===== src/rtl/instr_fetch_queue.sv =====
// instr_fetch_queue: sequential-fetch prefetch queue between a 1-cycle-latency imem and decode.
// Issues one fetch per cycle while space (including the in-flight response) is available,
// buffers up to DEPTH {pc, insn} pairs, and flushes everything on an execute redirect.
// Ports:
//   clk_i            clock, rising edge
//   rst_ni           asynchronous active-low reset
//   imem_addr_o      fetch address (registered fetch PC)
//   fetch_fire_o     a fetch is issued this cycle at imem_addr_o
//   imem_data_i      instruction for the address issued in the previous cycle
//   redirect_valid_i taken branch/jump resolved this cycle
//   redirect_pc_i    new fetch target
//   out_valid_o      head entry valid for decode
//   out_ready_i      decode accepts the head entry
//   out_pc_o         PC+PC_STEP of the head instruction
//   out_insn_o       head instruction, 0 when out_valid_o is low
//   count_o          occupied entries
module instr_fetch_queue #(
    parameter int unsigned       ADDR_W   = 32,
    parameter int unsigned       INSN_W   = 32,
    parameter int unsigned       DEPTH    = 4,
    parameter int unsigned       PC_STEP  = 1,
    parameter logic [ADDR_W-1:0] RESET_PC = '0
) (
    input  logic                       clk_i,
    input  logic                       rst_ni,
    output logic [ADDR_W-1:0]          imem_addr_o,
    output logic                       fetch_fire_o,
    input  logic [INSN_W-1:0]          imem_data_i,
    input  logic                       redirect_valid_i,
    input  logic [ADDR_W-1:0]          redirect_pc_i,
    output logic                       out_valid_o,
    input  logic                       out_ready_i,
    output logic [ADDR_W-1:0]          out_pc_o,
    output logic [INSN_W-1:0]          out_insn_o,
    output logic [$clog2(DEPTH):0]     count_o
);

    localparam int unsigned PTR_W = $clog2(DEPTH);
    localparam int unsigned CNT_W = PTR_W + 1;
    localparam int unsigned OCC_W = CNT_W + 1;

    logic [ADDR_W-1:0] fetch_pc_q, fetch_pc_d;
    logic [PTR_W-1:0]  wr_ptr_q, wr_ptr_d;
    logic [PTR_W-1:0]  rd_ptr_q, rd_ptr_d;
    logic [CNT_W-1:0]  count_q, count_d;
    logic              inflight_q, inflight_d;
    logic [ADDR_W-1:0] inflight_pc_q, inflight_pc_d;

    logic [ADDR_W-1:0] pc_mem_q   [DEPTH];
    logic [INSN_W-1:0] insn_mem_q [DEPTH];

    logic              head_valid;
    logic              deq;
    logic              enq;
    logic              fire;
    logic [OCC_W-1:0]  occupancy;
    logic [ADDR_W-1:0] fetch_pc_inc;

    // Handshake and fetch-issue decisions; the in-flight response counts as occupied.
    always_comb begin
        head_valid   = (count_q != '0) && !redirect_valid_i;
        deq          = head_valid && out_ready_i;
        enq          = inflight_q && !redirect_valid_i;
        occupancy    = OCC_W'(count_q) + OCC_W'(inflight_q) - OCC_W'(deq);
        fire         = rst_ni && !redirect_valid_i && (occupancy < OCC_W'(DEPTH));
        fetch_pc_inc = fetch_pc_q + ADDR_W'(PC_STEP);
    end

    // Next-state for fetch PC, pointers, occupancy and in-flight tracking.
    always_comb begin
        fetch_pc_d    = fetch_pc_q;
        wr_ptr_d      = wr_ptr_q;
        rd_ptr_d      = rd_ptr_q;
        count_d       = count_q;
        inflight_d    = 1'b0;
        inflight_pc_d = inflight_pc_q;

        if (redirect_valid_i) begin
            // Flush: the response to last cycle's fetch is dropped via inflight_d=0.
            fetch_pc_d = redirect_pc_i;
            wr_ptr_d   = '0;
            rd_ptr_d   = '0;
            count_d    = '0;
        end else begin
            if (fire) begin
                fetch_pc_d    = fetch_pc_inc;
                inflight_d    = 1'b1;
                inflight_pc_d = fetch_pc_inc;
            end
            if (enq) begin
                wr_ptr_d = wr_ptr_q + PTR_W'(1);
            end
            if (deq) begin
                rd_ptr_d = rd_ptr_q + PTR_W'(1);
            end
            count_d = count_q + CNT_W'(enq) - CNT_W'(deq);
        end
    end

    // Control state registers.
    always_ff @(posedge clk_i or negedge rst_ni) begin
        if (!rst_ni) begin
            fetch_pc_q    <= RESET_PC;
            wr_ptr_q      <= '0;
            rd_ptr_q      <= '0;
            count_q       <= '0;
            inflight_q    <= 1'b0;
            inflight_pc_q <= '0;
        end else begin
            fetch_pc_q    <= fetch_pc_d;
            wr_ptr_q      <= wr_ptr_d;
            rd_ptr_q      <= rd_ptr_d;
            count_q       <= count_d;
            inflight_q    <= inflight_d;
            inflight_pc_q <= inflight_pc_d;
        end
    end

    // Entry storage; cleared on reset so the head PC reads 0 out of reset.
    always_ff @(posedge clk_i or negedge rst_ni) begin
        if (!rst_ni) begin
            for (int unsigned i = 0; i < DEPTH; i++) begin
                pc_mem_q[i]   <= '0;
                insn_mem_q[i] <= '0;
            end
        end else if (enq) begin
            pc_mem_q[wr_ptr_q]   <= inflight_pc_q;
            insn_mem_q[wr_ptr_q] <= imem_data_i;
        end
    end

    assign imem_addr_o  = fetch_pc_q;
    assign fetch_fire_o = fire;
    assign out_valid_o  = head_valid;
    assign out_pc_o     = pc_mem_q[rd_ptr_q];
    assign out_insn_o   = head_valid ? insn_mem_q[rd_ptr_q] : '0;
    assign count_o      = count_q;

endmodule


===== config.mk =====
export PLATFORM = sky130hd
export DESIGN_NAME = instr_fetch_queue
export DESIGN_NICKNAME = d
export VERILOG_FILES = /design/src/rtl/instr_fetch_queue.sv
export SDC_FILE = /design/constraint.sdc
export NUM_CORES = 1
export LEC_CHECK = 0
export ABC_AREA = 0
export CAP_MARGIN = 25
export CORE_MARGIN = 2
export CORE_UTILIZATION = 50
export DETAILED_ROUTE_END_ITERATION = 16
export PLACE_DENSITY = 0.8
export SYNTH_ARGS = -nofsm -noshare
export SYNTH_HDL_FRONTEND = slang
export SYNTH_SLANG_ARGS = --single-unit

===== constraint.sdc =====
create_clock -name clk_i -period 5.7 [get_ports clk_i]
set_input_delay 0.57 -clock clk_i [delete_from_list [all_inputs] [get_ports clk_i]]
set_output_delay 0.57 -clock clk_i [all_outputs]
set_load 0.02 [all_outputs]

==> out/metrics.json <==
{
  "timing": {
    "period_share_pct": 77.5,
    "worstMarginPinSlew_ps": 949,
    "grt_setup_unrepaired": "false",
    "setup-violations-final": 0,
    "finalClockSkew_ps": 25.9,
    "min_period_ps": 4420,
    "relative_slew_slack_pct": 36.7,
    "slew_violations": 0,
    "setup_total_negative_slack_ps": 0,
    "fmax_mhz": 226,
    "hold_viol": 0
  },
  "yosys": {
    "syn-cell-area_um2": 15200,
    "synthesis.area_per_instance_um2": 14.0,
    "synth.net_count": 1165,
    "number_of_enable_flip_flop_cells_after_synthesis": 0,
    "ys_warnings": 0,
    "async_flop_share_pct": 100,
    "synth_seq_area_share_pct": 53.9,
    "post-synth-top-area-fraction_pct": 53.9,
    "netlist_top_cells_area": "dfrtp_1 54%, mux2_2 21%, mux4_2 9.5%, xnor2_1 1.7%, clkbuf_1 1.4%",
    "number_of_synthesized_register_bits": 328,
    "yosys_most_used_dff": "dfrtp_1",
    "netlist_instances": 1088,
    "synth.lib_cells_used.distinct": 43,
    "post-synth-top-area-cell": "dfrtp_1"
  },
  "pwr": {
    "vdd.ir_drop.worst_mv": 0.371,
    "power_leakage_nw": 8.20,
    "power_density_nw_per_um2": 491
  },
  "global_routing": {
    "grt_first_pass_wirelength_um": 55200,
    "grt_start_max_net_pins": 90,
    "first_global_vias": 10200,
    "antenna_found_initial": 0,
    "total_global_routing_track_utilization_pct": 22.0,
    "grt-ovfl-total": 0
  },
  "routing": {
    "routed-via-count": 9719,
    "drt-vias-per-instance": 5.85,
    "dr.first_iter.drc_count": 593,
    "final_antenna_net_count": 0,
    "wl_per_cell_um": 20.4,
    "drt_wl_total_um": 34000,
    "post-route-drc-count": 0,
    "drt_first_pass_iters": 4
  },
  "placement": {
    "numPortBuffers": 168,
    "post-dp-hpwl_um": 20600,
    "place_inst": 1591,
    "gpl_congestion": 0.871
  },
  "critical_path": {
    "worst_setup_path_end_kind": "output pin",
    "criticalPathCategory": "in2out",
    "r2r_setup_slack_ps": 2210,
    "critical_path_peak_fanout": 18,
    "setup.worst_path.start_class": "input port",
    "worst_ep_required_time_ps": 5130,
    "timing.critical_path.arrival_ps": 3850
  },
  "clocking": {
    "post_cts_repair_resize_count": 0,
    "cts-buffers-inserted": 37,
    "clock_path_buffers": 3,
    "post_cts_hold_buffer_count": 0,
    "clock_tree_from_tritoncts": "done",
    "postCtsSetupBuffers": 0,
    "worst_skew_pair.late_latency_ps": 520,
    "htree_num_levels": 2,
    "cts.reportedPaths.clkPinSlew_ps": 60,
    "clock_tree.root_cell": "clkbuf_16",
    "clkSinkCount": 328
  },
  "die": {
    "fp-row-count": 63,
    "floorplan.io_pins": 169,
    "placeableCoreArea_um2": 29800,
    "start_util_pct": 51.1,
    "die_w_um": 178,
    "design.die.area_um2": 31800,
    "die-height_um": 178
  },
  "flow_run": {
    "max_capacitance_violation_count": 0
  },
  "final_layout": {
    "final_common_cell": "dfrtp_1",
    "finalNetCount": 1322,
    "most-common-layout-cells": "326 x dfrtp_1, 277 x mux2_2, 167 x clkdlybuf4s50_1",
    "area_delta_synth_final_pct": 22.9,
    "antenna_cells_inserted": 0,
    "final_layout_size_suffix_gt1_share_pct": 34.6,
    "fillers": 2227,
    "post_layout_nonfiller_instances": 1662
  },
  "worst_hold_path": {
    "hp_class": "in2async"
  },
  "status": {
    "run_status": "completed"
  }
}
==> path summary, 6_finish.rpt <==
kind                             startpoint               end  cells after the start
setup / recovery           redirect_valid_i      fetch_fire_o                     11
hold / removal                       rst_ni      pc_mem_q[60]                      1
setup reg to reg                 count_o[1]  inflight_pc_q[3]                     12
hold reg to reg               pc_mem_q[115]     pc_mem_q[115]                      1
max in group asynchronous            rst_ni       rd_ptr_q[1]                      3
min in group clk_i            pc_mem_q[115]     pc_mem_q[115]                      1
==> cells in the mapped netlist (2+ instances only) <==
master    instances
mux4_2           64
nor4_4            2
nor2b_1           9
nor4_1            3
nor3_1            9
buf_2             3
o21ai_0          39
a31oi_1          24
mux2_2          277
dfrtp_1         328
or3_1             4
ha_1              8
nand2_1          26
nand3_4           2
a31o_2            2
o31ai_1          11
mux2i_1           2
clkbuf_1         58
and4_1            2
or4_1            11
nand4_1           7
inv_1            13
nand3_1          30
buf_1             8
xnor2_1          30
a22oi_1           5
a21oi_1           2
nand2b_1          2
nand4b_1          7
and3_1            6
nor2_1           42
and2_1           34
xor2_1            4
o211ai_1          3
o41ai_1           3
==> registers in the layout, summed over array words and instances, names as in the netlist <==
name and flops:
inflight_q 1, rd_ptr_q 2, insn_mem_q 128, pc_mem_q 128
inflight_pc_q 32, imem_addr_o 32, count_o 3, wr_ptr_q 2
==> area by class of cell <==
class	instances	area (um^2)	area share, %
multi-input cells	678	6740	36.0
repair buffers	187	1950	10.4
flip-flops and latches	328	8220	43.9
inverters	13	48.8	0.261
clock buffers	52	1100	5.91
well taps	390	488	2.61
clock inverters	14	153	0.816
==> metrics by stage <==
| step | instance area (um^2) | total power [mW] | hold WS [ps] | setup slack (ps) | util (%) |
|---|---|---|---|---|---|
| after global placement | 17300 | 6.68 | 482 | 1360 | 58.0 |
| after CTS | 18600 | 9.27 | 53.1 | 1330 | 62.3 |
| after global routing | 18700 | 9.70 | 74.2 | 1040 | 62.8 |
| after floorplan | 15200 | 5.55 | 274 | 2650 | - |
| after detailed placement | 17300 | 6.81 | 487 | 1340 | 58.1 |
| final | 18700 | 9.18 | 23.0 | 1280 | 62.8 |
==> layer usage <==
layer	vias to the layer above	GRT usage (%)	wire length (um)	share of wire [%]
met4	0	4.84	489	1.4
met3	43	3.79	1840	5.4
met1	5065	31.3	15300	45
li1	4341	-	-	-
met5	-	0	0	0
met2	270	35.8	16400	48
==> power by group <==
group,internal [mW],switching (mW)
Combinational,1.72,1.41
Sequential,3.04,0.598
Clock,1.49,0.924
Total,6.25,2.94
==> critical path, cell delays in order <==
cell             delay (ps)
clkdlybuf4s50_1         480
nor2_2                  170
nand2_1                  80
nor2_1                  180
inv_1                    90
ha_1                    280
a31o_2                  270
mux2_2                  480
nand2_1                 390
inv_1                   220
clkdlybuf4s50_1         630
==> cell families after synthesis <==
group                      Yosys count  share of synthesized area [%]
adders and majority gates            9                          0.790
buffers and inverters               82                           2.05
muxes                              343                           30.1
and+or+nand+nor                    200                           7.43
DFF                                328                           53.9
AOI/OAI and AO/OA                   92                           3.72
xor gates and xnor gates            34                           1.96
Note: power is estimated with default switching activity, not from simulation.
